`src/rtl/db_addr_gen_pkg.sv`:
```
// Shared definitions for the double-buffer read-address generator.
//   - state_e      : controller state encoding (IDLE, RUN, DONE)
//   - *_DEF        : default geometry (dimensions, address width, range width)
//   - clamp_dims   : maps a requested dimensionality onto the supported range
package db_addr_gen_pkg;

    localparam int NUM_DIMS_DEF = 6;
    localparam int ADDR_W_DEF   = 16;
    localparam int RANGE_W_DEF  = 32;

    typedef enum logic [1:0] {
        ST_IDLE = 2'd0,
        ST_RUN  = 2'd1,
        ST_DONE = 2'd2
    } state_e;

    // A dimensionality of 0 behaves as a single loop; anything beyond the
    // supported depth is limited to the deepest supported nest.
    function automatic logic [3:0] clamp_dims(input logic [3:0] dims,
                                              input logic [3:0] max_dims);
        logic [3:0] res;
        if (dims == 4'd0) begin
            res = 4'd1;
        end else if (dims > max_dims) begin
            res = max_dims;
        end else begin
            res = dims;
        end
        return res;
    endfunction

endpackage

```
`src/rtl/db_iter_counter.sv`:
```
// Nested loop index counters for the read-address generator.
// Ports:
//   clk, reset      : clock, synchronous active-low reset
//   clr             : return every index to zero (start of pass / abort)
//   inc             : advance the nest by one iteration
//   act_mask        : bit i set when dimension i takes part in the nest
//   range_flat      : per-dimension trip counts (already normalised to >= 1)
//   idx_flat        : current index of each dimension
//   carry_dim       : lowest active dimension that does not wrap on the next
//                     increment (NUM_DIMS when every active dimension wraps)
//   all_wrap        : every active dimension sits at its final index
module db_iter_counter
    import db_addr_gen_pkg::*;
#(
    parameter int NUM_DIMS = NUM_DIMS_DEF,
    parameter int RANGE_W  = RANGE_W_DEF,
    parameter int DIM_W    = 3
) (
    input  logic                        clk,
    input  logic                        reset,
    input  logic                        clr,
    input  logic                        inc,
    input  logic [NUM_DIMS-1:0]         act_mask,
    input  logic [NUM_DIMS*RANGE_W-1:0] range_flat,
    output logic [NUM_DIMS*RANGE_W-1:0] idx_flat,
    output logic [DIM_W-1:0]            carry_dim,
    output logic                        all_wrap
);

    logic [NUM_DIMS-1:0] wrap_s;

    // Per-dimension wrap flags, carry-stop search (lowest index wins) and the
    // "whole nest at its final point" indication.
    always_comb begin
        wrap_s    = '0;
        carry_dim = DIM_W'(NUM_DIMS);
        for (int i = 0; i < NUM_DIMS; i++) begin
            wrap_s[i] = act_mask[i] &&
                        (idx_flat[i*RANGE_W +: RANGE_W] ==
                         range_flat[i*RANGE_W +: RANGE_W] - RANGE_W'(1'b1));
        end
        for (int i = NUM_DIMS - 1; i >= 0; i--) begin
            if (act_mask[i] && !wrap_s[i]) begin
                carry_dim = DIM_W'(i);
            end else begin
                carry_dim = carry_dim;
            end
        end
        all_wrap = &(wrap_s | ~act_mask);
    end

    // Index registers: dimensions below the carry stop wrap to zero, the
    // carry-stop dimension increments, higher ones hold; inactive ones stay 0.
    always_ff @(posedge clk) begin
        if (!reset) begin
            idx_flat <= '0;
        end else if (clr) begin
            idx_flat <= '0;
        end else if (inc) begin
            for (int i = 0; i < NUM_DIMS; i++) begin
                if (!act_mask[i]) begin
                    idx_flat[i*RANGE_W +: RANGE_W] <= '0;
                end else if (i < int'(carry_dim)) begin
                    idx_flat[i*RANGE_W +: RANGE_W] <= '0;
                end else if (i == int'(carry_dim)) begin
                    idx_flat[i*RANGE_W +: RANGE_W] <=
                        idx_flat[i*RANGE_W +: RANGE_W] + RANGE_W'(1'b1);
                end else begin
                    idx_flat[i*RANGE_W +: RANGE_W] <= idx_flat[i*RANGE_W +: RANGE_W];
                end
            end
        end else begin
            idx_flat <= idx_flat;
        end
    end

endmodule

```
`src/rtl/db_read_addr_gen.sv`:
```
// Iteration-domain read-address generator feeding the double-buffer core's
// read port. Walks up to NUM_DIMS nested loops (stride/range per dimension)
// from a base address and emits one address per accepted handshake.
// Ports:
//   clk, reset                : clock, synchronous active-low reset
//   clk_en                    : global step enable (flush/reset ignore it)
//   flush                     : abort to IDLE without a done pulse
//   start                     : begin a pass (IDLE only)
//   dimensionality            : active loop depth (0 -> 1, clamped to NUM_DIMS)
//   starting_addr, iter_cnt   : base address, cap on addresses per pass
//   stride_flat, range_flat   : per-dimension stride / trip count (0 -> 1)
//   addr_valid/ready/out/last : address stream towards the core
//   busy, done                : pass in progress, one-cycle end-of-pass pulse
module db_read_addr_gen
    import db_addr_gen_pkg::*;
#(
    parameter int NUM_DIMS = NUM_DIMS_DEF,
    parameter int ADDR_W   = ADDR_W_DEF,
    parameter int RANGE_W  = RANGE_W_DEF
) (
    input  logic                        clk,
    input  logic                        reset,
    input  logic                        clk_en,
    input  logic                        flush,
    input  logic                        start,
    input  logic [3:0]                  dimensionality,
    input  logic [ADDR_W-1:0]           starting_addr,
    input  logic [RANGE_W-1:0]          iter_cnt,
    input  logic [NUM_DIMS*ADDR_W-1:0]  stride_flat,
    input  logic [NUM_DIMS*RANGE_W-1:0] range_flat,
    output logic                        addr_valid,
    input  logic                        addr_ready,
    output logic [ADDR_W-1:0]           addr_out,
    output logic                        addr_last,
    output logic                        busy,
    output logic                        done
);

    localparam int DIM_W = $clog2(NUM_DIMS + 1);

    state_e                      state_r;
    logic [NUM_DIMS-1:0]         act_mask_r;
    logic [NUM_DIMS*ADDR_W-1:0]  stride_r;
    logic [NUM_DIMS*RANGE_W-1:0] range_r;
    logic [RANGE_W-1:0]          iter_r;
    logic [RANGE_W-1:0]          emit_r;
    logic [ADDR_W-1:0]           addr_r;
    logic                        valid_r;
    logic                        last_r;
    logic                        busy_r;
    logic                        done_r;

    logic [3:0]                  dims_in_s;
    logic [NUM_DIMS-1:0]         act_mask_in_s;
    logic [NUM_DIMS*RANGE_W-1:0] range_in_s;
    logic                        ones_in_s;
    logic                        first_last_s;
    logic                        start_acc_s;
    logic                        xfer_s;
    logic                        cnt_clr_s;

    logic [NUM_DIMS*RANGE_W-1:0] idx_s;
    logic [DIM_W-1:0]            carry_dim_s;
    logic                        all_wrap_s;
    logic [ADDR_W-1:0]           delta_s;
    logic                        wrap_nxt_s;
    logic                        cap_nxt_s;

    assign addr_valid = valid_r;
    assign addr_out   = addr_r;
    assign addr_last  = last_r;
    assign busy       = busy_r;
    assign done       = done_r;

    // Handshake qualifiers: RUN is the only state with valid_r set.
    always_comb begin
        start_acc_s = clk_en && start && (state_r == ST_IDLE);
        xfer_s      = valid_r && addr_ready && clk_en;
        cnt_clr_s   = flush || start_acc_s;
    end

    // Normalise the incoming configuration so it can be latched at start, and
    // decide whether the very first address already ends the pass.
    always_comb begin
        dims_in_s     = clamp_dims(dimensionality, 4'(NUM_DIMS));
        act_mask_in_s = '0;
        range_in_s    = '0;
        ones_in_s     = 1'b1;
        for (int i = 0; i < NUM_DIMS; i++) begin
            act_mask_in_s[i] = (4'(i) < dims_in_s);
            if (range_flat[i*RANGE_W +: RANGE_W] == '0) begin
                range_in_s[i*RANGE_W +: RANGE_W] = RANGE_W'(1'b1);
            end else begin
                range_in_s[i*RANGE_W +: RANGE_W] = range_flat[i*RANGE_W +: RANGE_W];
            end
            if (act_mask_in_s[i] && (range_in_s[i*RANGE_W +: RANGE_W] != RANGE_W'(1'b1))) begin
                ones_in_s = 1'b0;
            end else begin
                ones_in_s = ones_in_s;
            end
        end
        first_last_s = ones_in_s || (iter_cnt == RANGE_W'(1'b1));
    end

    // Incremental address step and look-ahead of addr_last for the next
    // address. Below the carry stop each dimension rewinds by
    // (range-1)*stride; the carry-stop dimension advances by its stride.
    // The next point is final when the rewound dimensions have range 1, the
    // carry-stop index lands on its last value and everything above already
    // sits at its last value.
    always_comb begin
        delta_s    = '0;
        wrap_nxt_s = 1'b1;
        for (int j = 0; j < NUM_DIMS; j++) begin
            if (!act_mask_r[j]) begin
                wrap_nxt_s = wrap_nxt_s;
            end else if (j < int'(carry_dim_s)) begin
                delta_s = delta_s - ADDR_W'((range_r[j*RANGE_W +: RANGE_W] - RANGE_W'(1'b1)) *
                                            RANGE_W'(stride_r[j*ADDR_W +: ADDR_W]));
                wrap_nxt_s = wrap_nxt_s && (range_r[j*RANGE_W +: RANGE_W] == RANGE_W'(1'b1));
            end else if (j == int'(carry_dim_s)) begin
                delta_s    = delta_s + stride_r[j*ADDR_W +: ADDR_W];
                wrap_nxt_s = wrap_nxt_s &&
                             (idx_s[j*RANGE_W +: RANGE_W] + RANGE_W'(1'b1) ==
                              range_r[j*RANGE_W +: RANGE_W] - RANGE_W'(1'b1));
            end else begin
                wrap_nxt_s = wrap_nxt_s &&
                             (idx_s[j*RANGE_W +: RANGE_W] ==
                              range_r[j*RANGE_W +: RANGE_W] - RANGE_W'(1'b1));
            end
        end
        // A fully wrapped nest has no successor inside this pass.
        if (all_wrap_s) begin
            delta_s = '0;
        end else begin
            delta_s = delta_s;
        end
        cap_nxt_s = (emit_r + RANGE_W'(1'b1) == iter_r - RANGE_W'(1'b1));
    end

    db_iter_counter #(
        .NUM_DIMS (NUM_DIMS),
        .RANGE_W  (RANGE_W),
        .DIM_W    (DIM_W)
    ) u_iter (
        .clk        (clk),
        .reset      (reset),
        .clr        (cnt_clr_s),
        .inc        (xfer_s),
        .act_mask   (act_mask_r),
        .range_flat (range_r),
        .idx_flat   (idx_s),
        .carry_dim  (carry_dim_s),
        .all_wrap   (all_wrap_s)
    );

    // Controller FSM with configuration latch, emit counter, address register
    // and registered handshake/status outputs.
    always_ff @(posedge clk) begin
        if (!reset) begin
            state_r    <= ST_IDLE;
            act_mask_r <= '0;
            stride_r   <= '0;
            range_r    <= '0;
            iter_r     <= '0;
            emit_r     <= '0;
            addr_r     <= '0;
            valid_r    <= 1'b0;
            last_r     <= 1'b0;
            busy_r     <= 1'b0;
            done_r     <= 1'b0;
        end else if (flush) begin
            state_r <= ST_IDLE;
            emit_r  <= '0;
            addr_r  <= '0;
            valid_r <= 1'b0;
            last_r  <= 1'b0;
            busy_r  <= 1'b0;
            done_r  <= 1'b0;
        end else if (clk_en) begin
            case (state_r)
                ST_IDLE: begin
                    done_r <= 1'b0;
                    if (start) begin
                        act_mask_r <= act_mask_in_s;
                        stride_r   <= stride_flat;
                        range_r    <= range_in_s;
                        iter_r     <= iter_cnt;
                        emit_r     <= '0;
                        addr_r     <= starting_addr;
                        busy_r     <= 1'b1;
                        if (iter_cnt == '0) begin
                            // Nothing to emit: report completion straight away.
                            state_r <= ST_DONE;
                            valid_r <= 1'b0;
                            last_r  <= 1'b0;
                            done_r  <= 1'b1;
                        end else begin
                            state_r <= ST_RUN;
                            valid_r <= 1'b1;
                            last_r  <= first_last_s;
                        end
                    end else begin
                        busy_r <= 1'b0;
                    end
                end
                ST_RUN: begin
                    if (addr_ready) begin
                        if (last_r) begin
                            state_r <= ST_DONE;
                            valid_r <= 1'b0;
                            last_r  <= 1'b0;
                            done_r  <= 1'b1;
                        end else begin
                            addr_r <= addr_r + delta_s;
                            last_r <= wrap_nxt_s || cap_nxt_s;
                            emit_r <= emit_r + RANGE_W'(1'b1);
                        end
                    end else begin
                        addr_r <= addr_r;
                    end
                end
                ST_DONE: begin
                    state_r <= ST_IDLE;
                    done_r  <= 1'b0;
                    busy_r  <= 1'b0;
                end
                default: begin
                    state_r <= ST_IDLE;
                    valid_r <= 1'b0;
                    last_r  <= 1'b0;
                    busy_r  <= 1'b0;
                    done_r  <= 1'b0;
                end
            endcase
        end else begin
            state_r <= state_r;
        end
    end

endmodule
```
`config.mk`:
```
export PLATFORM = sky130hd
export DESIGN_NAME = db_read_addr_gen
export DESIGN_NICKNAME = d
export VERILOG_FILES = /design/src/rtl/db_addr_gen_pkg.sv /design/src/rtl/db_iter_counter.sv /design/src/rtl/db_read_addr_gen.sv
export SDC_FILE = /design/constraint.sdc
export NUM_CORES = 2
export LEC_CHECK = 0
export ABC_CLOCK_PERIOD_IN_PS = 21800
export CORE_AREA = 4 4 386 426
export CTS_CLUSTER_DIAMETER = 120
export DETAILED_ROUTE_END_ITERATION = 8
export DIE_AREA = 0 0 390 430
export HOLD_SLACK_MARGIN = 0.06
export PLACE_DENSITY = 0.62
export SLEW_MARGIN = 5
export SYNTH_ARGS = -nofsm -noshare
export SYNTH_HDL_FRONTEND = slang
export SYNTH_SLANG_ARGS = --single-unit
export TNS_END_PERCENT = 100
```
`constraint.sdc`:
```
create_clock -name clk -period 21.8 [get_ports clk]
set_input_delay 2.18 -clock clk [delete_from_list [all_inputs] [get_ports clk]]
set_output_delay 2.18 -clock clk [all_outputs]
set_load 0.02 [all_outputs]
```
==> impl_metrics.toml <==
[setup_path]
cp_slowest_cell = "fa_1"
cpPeakStageDelay_ns = 0.55
path_common_cell = "fa_1"
critPathArrivalTime_ns = 21.57
cp.required_ns = 22.35
rr_endpoint = "addr_out[15]$_SDFFE_PP0P_"
crit_family = "adder cells"
r2r_slack_ns = 0.78
critPathBufInv = 10
endpoint_kind = "register"
cp_max_fo = 5
worstRegToRegCells = 73
crit_start = "range_r[0]$_SDFFE_PN0P_"
cp-start-kind = "register"
critPathKind = "reg -> reg"
reg2reg_from = "range_r[0]$_SDFFE_PN0P_"

[power_and_ir_drop]
power.density_nw_per_um2 = 75.2
max-vdd-ir-drop_uv = 72.3
p_leak_nw = 29.6

[clocking]
clockBufferDepth = 3
cts_buffers = 75
cts_tree = "built"
clk_latency_ns = 0.73
clk_pin_slew_ns = 0.06
cts_num_sinks = 572
cts_root_buf = "clkbuf_16"
cts_hold_buf = 0
htree_levels = 3

[logic_synthesis]
ys_warn_count = 0
ys.flop_type = "dfxtp_1"
synth_area_um2 = 63600
syn_inst = 8056
syn_nets = 9248
yosysUniqueCellTypes = 91
ys_async_sr_fraction = 0
ys_seq_area_frac = 0.180
avgSynthCellArea_um2 = 7.89
synth_edf_count = 0
ys_ff_latch = 572

[floorplan]
io_pins = 366
dieArea_um2 = 168000
rows = 154
die_h_um = 430
initial_utilization = 0.397
core_um2 = 160000
die_width_um = 390

[route]
vias_per_cell = 5.55
route.detailed.drc = 0
dr_wl_met3_um = 12900
wl_met1_um = 92600
num_vias = 57700
dr_wl_met2_um = 101000
topRoutingLayerUsed = "met5"
ant_nets = 0
routedWlPerCell_um = 20.6
routed_wl_um = 214000
drt_iter0_drc = 4018
dr.pass1.iters = 5

[timing]
setup_violations = 0
slew_headroom = 0.203
fmax_mhz = 47.6
finalClockSkew_ns = 0.0654
fin_crit_sh = 0.964
worst_slack_ns = 0.783
hold_viol = 0
worst_slew_pin_slew_ns = 1.19
slew_violations = 0
post-route-min-period_ns = 21.02
setup_tns_ns = 0
hold_ws_ns = 0.479

[place]
place.gp.congestion = 0.951
dp_worst_setup_slack_ns = -0.117
place_inst = 10200
dpl_cell_area_um2 = 69500
hpwl_um = 167000
io_buffers = 365

[cells_and_area]
num-fill-cells = 15900
layout.area.seq_um2 = 11500
stdcell_count = 10400
layout.nets = 9420
final_common_cell = "nand2_1"
fin_area_um2 = 72500
final_layout_size_suffix_gt1_frac = 0.0537
areaGrowthSynthToFinish_pct = 14.1
multi_input_area_um2 = 48700
mostFrequentLayoutCells = "nand2_1 (1033), xnor2_1 (629), inv_1 (596)"

[grt]
grt-ovfl-total = 0
grt_pass1_wl_um = 334000
antenna_found_initial = 5
grt_pass1_vias = 57800
grt_max_degree = 152
grt_usage = 0.250

[outcome]
status = "completed"

[job]
cap_violations = 0

[worst_hold_path]
min_from = "done$_SDFFE_PP0P_"
whs_path_depth = 2
worstHoldPathType = "reg -> reg"
holdPathEnd = "done$_SDFFE_PP0P_"
cells in the mapped netlist, types with 13 or more instances:
cell / n / area share
nand2_1: 1035 / 0.061
xnor2_1: 634 / 0.087
inv_1: 599 / 0.035
dfxtp_1: 572 / 0.18
nor2_1: 548 / 0.032
fa_1: 473 / 0.15
clkbuf_1: 415 / 0.025
a21oi_1: 380 / 0.030
ha_1: 373 / 0.073
xor2_1: 301 / 0.041
nor2b_1: 289 / 0.028
and2_1: 275 / 0.027
o21ai_0: 269 / 0.021
a21boi_0: 250 / 0.030
nor3_1: 200 / 0.016
nor4_1: 176 / 0.017
nand3_1: 156 / 0.012
and3_1: 143 / 0.014
a22oi_1: 102 / 0.012
nand4_1: 80 / 0.0079
a21o_1: 68 / 0.0080
or3_1: 68 / 0.0067
o21bai_1: 65 / 0.0077
or4_1: 54 / 0.0064
nand2b_1: 47 / 0.0046
nand3b_1: 34 / 0.0040
nor3b_1: 31 / 0.0037
a211oi_1: 30 / 0.0035
a31oi_1: 29 / 0.0029
mux2i_1: 28 / 0.0044
o211ai_1: 26 / 0.0031
a311oi_1: 22 / 0.0030
o21a_1: 20 / 0.0024
and4_1: 18 / 0.0025
o31ai_1: 18 / 0.0021
xnor3_1: 14 / 0.0050
mux2_2: 13 / 0.0023
or2_2: 13 / 0.0013
cells by family after synthesis:
group / after synthesis / synth area share
xor+xnor: 954 / 0.136
simple gates: 3215 / 0.253
fa+ha+maj: 846 / 0.222
mux: 41 / 0.00671
compound gates: 1390 / 0.141
buf+inv: 1038 / 0.0617
flops: 572 / 0.180
state kept, by name, indices dropped and copies added (netlist names), 2 cells and up:
name             count
range_r            192
u_iter.idx_flat    192
stride_r            96
emit_r              32
iter_r              32
addr_out            16
act_mask_r           6
state_r              2
tightest hold or removal path, delay by kind of cell (launching register included):
family,cells,cell delay (ns)
AND/OR/NAND/NOR,1,0.05
AO/OA/AOI/OAI,1,0.06
flip-flops,1,0.32
metal layers:
layer | track usage | vias up
met5 | 0 | -
met1 | 0.326 | 28200
met3 | 0.0362 | 382
met4 | 0.0846 | 6
li1 | - | 27400
met2 | 0.423 | 1737
how the worst max path moves through the flow:
stage | cells after the start | slack, ns | end
floorplan | 86 | 1.20 | addr_out[15]$_SDFFE_PP0P_
global placement | 85 | 0.03 | addr_out[15]$_SDFFE_PP0P_
detailed placement | 85 | -0.12 | addr_out[15]$_SDFFE_PP0P_
CTS | 84 | 0.06 | addr_out[15]$_SDFFE_PP0P_
global route | 83 | -0.09 | addr_out[15]$_SDFFE_PP0P_
finish | 73 | 0.78 | addr_out[15]$_SDFFE_PP0P_
per-stage QoR:
step / util / total power, mW
6_report: 0.454 / 5.46
5_1_grt: 0.454 / 5.86
4_1_cts: 0.450 / 5.35
3_5_place_dp: 0.434 / 3.99
3_3_place_gp: 0.434 / 3.97
2_1_floorplan: - / 3.25
timing repair:
item,4_1_cts,5_1_grt
buffers inserted,0,16
pin swaps,0,29
resized for setup,4,86
endpoints found under the hold margin,0,0
setup endpoints to repair,1,8
report_power, final:
group | leakage (nW) | total (mW) | internal (mW) | switching [mW]
combinational | 23.7 | 3.03 | 1.36 | 1.67
sequential | 4.63 | 1.12 | 1.07 | 0.0480
clock | 1.26 | 1.31 | 0.761 | 0.548
total | 29.6 | 5.46 | 3.19 | 2.27
layout make-up:
class | count | area share
Multi-Input combinational cell | 6446 | 0.671
Sequential cell | 572 | 0.158
Clock buffer | 98 | 0.0284
Clock inverter | 37 | 0.00705
Inverter | 601 | 0.0311
Antenna cell | 2 | 0.0000690
Timing Repair Buffer | 532 | 0.0679
Tap cell | 2106 | 0.0363
(Power assumes the default switching activity.)
